--- config.mk ---
export PLATFORM = sky130hd
export DESIGN_NAME = reg_dump
export DESIGN_NICKNAME = d
export VERILOG_FILES = /design/src/rtl/reg_dump_pkg.sv /design/src/rtl/reg_dump.sv
export SDC_FILE = /design/constraint.sdc
export NUM_CORES = 1
export LEC_CHECK = 0
export CORE_ASPECT_RATIO = 2
export CORE_MARGIN = 2
export CORE_UTILIZATION = 30
export CTS_CLUSTER_DIAMETER = 100
export DETAILED_ROUTE_END_ITERATION = 8
export GPL_TIMING_DRIVEN = 1
export PLACE_DENSITY = 0.62
export SLEW_MARGIN = 20
export SYNTH_ARGS = -nofsm -noshare
export SYNTH_HDL_FRONTEND = slang
export SYNTH_SLANG_ARGS = --single-unit
--- constraint.sdc ---
create_clock -name clk -period 3.8 [get_ports clk]
set_input_delay 0.57 -clock clk [delete_from_list [all_inputs] [get_ports clk]]
set_output_delay 0.57 -clock clk [all_outputs]
set_load 0.005 [all_outputs]
--- src/rtl/reg_dump_pkg.sv ---
// Shared definitions for the register dump engine: FSM encoding and register-index width.
// The register file and address decoder use the same index type.
package reg_dump_pkg;

    localparam int REG_IDX_W = 5;
    localparam int MAX_REGS  = 1 << REG_IDX_W;

    typedef logic [REG_IDX_W-1:0] reg_idx_t;

    typedef enum logic [1:0] {
        IDLE = 2'd0,
        READ = 2'd1,
        SEND = 2'd2,
        DONE = 2'd3
    } dump_state_t;

    function automatic reg_idx_t idx_next(input reg_idx_t idx);
        return idx + reg_idx_t'(1);
    endfunction

endpackage

--- src/rtl/reg_dump.sv ---
// Walks register indices 0..NUM_REGS-1 through a combinational register-file read port
// and streams each captured value out over a valid/ready beat interface.
//
// state | meaning
// IDLE  | waiting for Start_i
// READ  | index on Read_Register_o, read data captured at the clock edge
// SEND  | beat presented on Dump_Data_o/Dump_Index_o until accepted
// DONE  | one-cycle Done_o pulse after the last beat
module reg_dump
    import reg_dump_pkg::*;
#(
    parameter int N        = 32,
    parameter int NUM_REGS = 32
)(
    input  logic                 clk,
    input  logic                 reset,
    input  logic                 Start_i,
    input  logic                 Abort_i,
    output logic [REG_IDX_W-1:0] Read_Register_o,
    input  logic [N-1:0]         Read_Data_i,
    output logic [N-1:0]         Dump_Data_o,
    output logic [REG_IDX_W-1:0] Dump_Index_o,
    output logic                 Dump_Valid_o,
    input  logic                 Dump_Ready_i,
    output logic                 Busy_o,
    output logic                 Done_o
);

    localparam reg_idx_t LAST_IDX = reg_idx_t'(NUM_REGS - 1);

    dump_state_t state, state_nx;
    reg_idx_t    idx, idx_nx;
    logic        capture;

    always_ff @(posedge clk or posedge reset) begin
        if (reset) begin
            state        <= IDLE;
            idx          <= '0;
            Dump_Data_o  <= '0;
            Dump_Index_o <= '0;
        end else begin
            state <= state_nx;
            idx   <= idx_nx;
            if (capture) begin
                Dump_Data_o  <= Read_Data_i;
                Dump_Index_o <= idx;
            end
        end
    end

    // Abort wins over a handshake in the same cycle; the last beat parks the index.
    always_comb begin
        state_nx = state;
        idx_nx   = idx;
        capture  = 1'b0;
        case (state)
            IDLE: begin
                if (Start_i) begin
                    idx_nx   = '0;
                    state_nx = READ;
                end
            end
            READ: begin
                if (Abort_i) begin
                    state_nx = IDLE;
                end else begin
                    capture  = 1'b1;
                    state_nx = SEND;
                end
            end
            SEND: begin
                if (Abort_i) begin
                    state_nx = IDLE;
                end else if (Dump_Ready_i) begin
                    if (idx == LAST_IDX) begin
                        state_nx = DONE;
                    end else begin
                        idx_nx   = idx_next(idx);
                        state_nx = READ;
                    end
                end
            end
            DONE:    state_nx = IDLE;
            default: state_nx = IDLE;
        endcase
    end

    assign Read_Register_o = (state == READ) ? idx : '0;
    assign Dump_Valid_o    = (state == SEND);
    assign Busy_o          = (state != IDLE);
    assign Done_o          = (state == DONE);

endmodule

== After elaboration in Yosys (flattened, before gate mapping) ==
Index checks and enable logic that the tools add are counted.
Widths: inputs -> output; s select.
Storage, ports and cells
  flip-flop bits (word level): 44
  input bits: 37
  output and inout bits: 45
  word-level logic and storage cells: 33
Cells by class
  add/subtract/negate cells: 1
  equality and inequality tests: 9
  mux-type cells: 14
  reductions and logical operators: 5
Operator list (count)
  $mux 5: 5
  $mux 2: 5
  $pmux 5 s2: 1
  $pmux 2 s4: 1
  $ne 2x2->1 const B: 3
  $add 5x1->5 const B: 1
  $eq 5x5->1 const B: 1
  $reduce_and 5->1: 1
  $eq 2x2->1 const B: 2
  $reduce_bool 2->1: 2
  $ne 3x2->1 const B: 1
  $eq 2x1->1 const B: 1
  $logic_not 2->1: 1
  $mux 1: 2
  $ne 2x1->1 const B: 1
  $reduce_and 2->1: 1

== Longest topological paths before layout ==
  depth after elaboration: 5
  gate-level depth with buffers: 6

== Worst setup path before layout ==
Ideal clock, no wire load.
  kind: flip-flop to flip-flop
  start: register idx[0]
  end: register idx[3]
  arrival time: 1.757 ns
  required time: 3.664 ns
  slack: 1.907 ns
  stages on the path, launching flop included: 7
  buffers on the path: 0
  cells stage by stage: dfrtp_1 ha_1 and3_1 ha_1 or3b_2 o211ai_1 o311ai_1
Between the ends
  longest elaborated chain between the ends: 5
  elaborated cells on any way between the ends: 8
Ends and longest elaborated chain
  start, declared: RTL line reg_dump.sv:32  | reg_idx_t idx, idx_nx;
  start signal, assigned: RTL line reg_dump.sv:43  | idx <= idx_nx;
  $add 5x1->5: RTL line reg_dump_pkg.sv:18  | return idx + reg_idx_t'(1);
  $mux 5: RTL line reg_dump.sv:75  | if (idx == LAST_IDX) begin
  $mux 5: RTL line reg_dump.sv:74  | end else if (Dump_Ready_i) begin
  $mux 5: RTL line reg_dump.sv:72  | if (Abort_i) begin
  $pmux 5 s2: RTL line reg_dump.sv:56  | case (state)
Parallel ways exist; a longest one is shown, timed or not. The select of a mux whose other input is x is not followed.
A chain may end at the register's enable or synchronous reset.

== Worst setup path after layout ==
  start: register state[1]
  end: output Read_Register_o[3]
Between the ends
  longest elaborated chain between the ends: 2
Ends and longest elaborated chain
  start, declared: RTL line reg_dump.sv:31  | dump_state_t state, state_nx;
  start signal, assigned: RTL line reg_dump.sv:42  | state <= state_nx;
  $eq 2x1->1: RTL line reg_dump.sv:88  | assign Read_Register_o = (state == READ) ? idx : '0;
  $mux 5: RTL line reg_dump.sv:88
  end, declared: RTL line reg_dump.sv:19  | output logic [REG_IDX_W-1:0] Read_Register_o,
Every way passes these cells.

==> results.toml <==
[pwr]
ir_drop_mv = 0.226
leakage_nw = 1.31
power_mw = 1.69
powerDensity_nw_per_um2 = 557

[detailed_routing]
dr.pass1.iters = 4
wl_per_cell_um = 14.8
drc = 0
vias_per_cell = 4.39
drt_first_iter_violations = 46
dr_total_vias = 1327
wl_um = 4460
antenna_left = 0

[final_layout]
instances_no_fill = 302
area_delta_synth_final_pct = 50.5
utilization_pct = 46.3
nets = 252
fillers = 599
drive_gt1_share_pct = 26.6
final_cell_area_sq_um = 3040
antenna_cells = 0

[placed_design]
place_area_sq_um = 2880
portBuffers = 81
place_ws_ps = 1390
dp_cells = 294
gp_congestion = 0.780
dp_hpwl_um = 3220

[setup_path]
path_delay_family = "flip-flops"
worstSetupPathType = "register to output pin"
cp_data_required_time_ps = 3230
crit_chain = "nor2b_4 -> and2_2 -> clkdlybuf4s50_1"
startpoint_type = "register"
arrival_ps = 1730
worstPathMaxFanout = 14
r2r_start = "state[1]"
crit_start = "state[1]"
rr_worst_depth = 4
crit_buf_inv = 1
regToRegSetupSlack_ps = 1720
worstReg2RegEnd = "Dump_Data_o[8]"
end_kind = "output pin"
slowest_delay_ps = 550
slowest_stage = "dfrtp_1"

[synth]
avgSynthCellArea_sq_um = 15.7
syn_area_sq_um = 2020
synth_edf_count = 0
syn_inst = 129
synth.net_count = 168
synth.distinct_cells = 28
yosysWarnings = 0
async_flop_share_pct = 100
ys_seq_elements = 44
synth_flop_cell = "dfrtp_1"
ys_seq_area_share_pct = 54.5

[clocking]
clock_path_buffers = 2
numCtsBuffers = 5
postCtsResizedCells = 0
path_clk_slew_ps = 60
cts_tree = "done"
post_cts_buffers = 0
hold_buffers = 0
insertion_delay_ps = 280
clock_sinks = 44
h-tree-depth = 2
cts_root_buf = "clkbuf_16"

[timing]
finClkSkew_ps = 5.41
hold_viol_final = 0
setup_ws_ps = 1500
min_period_ps = 2300
setup_viol = 0
whs_ps = 505
max_freq_mhz = 434
max_slew_margin_pct = 38.8
worst_pin_slew_ps = 917
fin_crit_sh_pct = 60.6
drv_slew = 0
rsz0062_at_grt = "false"
fin_tns_setup_ps = 0

[floorplanning]
io_pins = 82
die_w_um = 62.1
dieArea_sq_um = 7450
die_h_um = 120
coreArea_sq_um = 6570
initial_core_util_pct = 30.8
rows = 42

[global_routing]
first_global_vias = 1362
grt_max_degree = 45
grt_pass1_wl_um = 7010
grt_antenna_before_repair = 0
overflow = 0
grt_util_all_layers_pct = 12.7

[worst_hold_path]
hold_start = "Dump_Data_o[1]"
holdPathStages = 1
hold_path.class = "register to register"
hold_end = "Dump_Data_o[1]"

[status]
status = "finished, final reports clean"

[job]
maxCapViolations = 0
==> layout make-up <==
cell class,instances,area (sq um),share of cell area [%]
Multi-Input combinational cell,79,833,27.4
Inverter,1,3.75,0.123
Clock buffer,6,129,4.24
Timing Repair Buffer,82,831,27.3
Clock inverter,2,35.0,1.15
Sequential cell,44,1100,36.2
Tap cell,88,110,3.62
==> layout by cell type, fill, tap and decap left out, drive strengths merged, types with 2 or more instances in the layout <==
master         count
a21oi              3
and2               6
clkbuf             6
clkdlybuf4s50     81
dfrtp             44
ha                 2
mux2              37
nand2              6
nand2b             3
nand3              3
nor2b              2
o211ai             3
==> kinds of logic (layout without fill, tap and decap cells) <==
| group | Yosys count | in the layout | share of synthesized area, % |
|---|---|---|---|
| fa+ha+maj | 2 | 2 | 1.24 |
| simple gates | 29 | 29 | 9.78 |
| buf+inv | 6 | 91 | 4.33 |
| compound gates | 10 | 10 | 3.53 |
| flops | 44 | 44 | 54.5 |
| mux | 38 | 38 | 26.7 |
==> Yosys cell counts, types with 2 or more instances <==
| master | instances | area, sq um |
|---|---|---|
| dfrtp_1 | 44 | 1100 |
| mux2_4 | 30 | 450 |
| mux2_2 | 7 | 78.8 |
| and2_2 | 6 | 45.0 |
| nand2_1 | 6 | 22.5 |
| buf_12 | 4 | 80.1 |
| a21oi_1 | 3 | 15.0 |
| nand2b_1 | 3 | 18.8 |
| nand3_1 | 3 | 15.0 |
| o211ai_1 | 3 | 22.5 |
| ha_1 | 2 | 25.0 |
| nor2b_4 | 2 | 27.5 |
==> registers in the layout (all words and copies together), names as in the netlist <==
| signal | count |
|---|---|
| state | 2 |
| idx | 5 |
| Dump_Data_o | 32 |
| Dump_Index_o | 5 |
==> worst max-delay path by stage <==
stage | endpoint | slack (ps) | cells after the start
final | Read_Register_o[3] | 1500 | 3
after CTS | Read_Register_o[3] | 1490 | 3
after global placement | Dump_Index_o[2] | 1430 | 4
after floorplan | idx[3] | 1910 | 6
after detailed placement | Dump_Data_o[8] | 1390 | 4
after global routing | Read_Register_o[0] | 1410 | 3
==> where the power goes <==
group	internal, mW	switching (mW)
combinational	0.409	0.140
clock	0.309	0.162
sequential	0.596	0.0779
total	1.31	0.380
==> layer usage <==
| metal | GRT usage (%) | vias to the layer above | routed length, um |
|---|---|---|---|
| met5 | 0 | - | 0 |
| met4 | 3.59 | 0 | 57 |
| met3 | 2.91 | 6 | 252 |
| met2 | 22.1 | 56 | 2490 |
| met1 | 14.8 | 645 | 1660 |
| li1 | - | 620 | - |
Power figures use the tool's default switching activity.
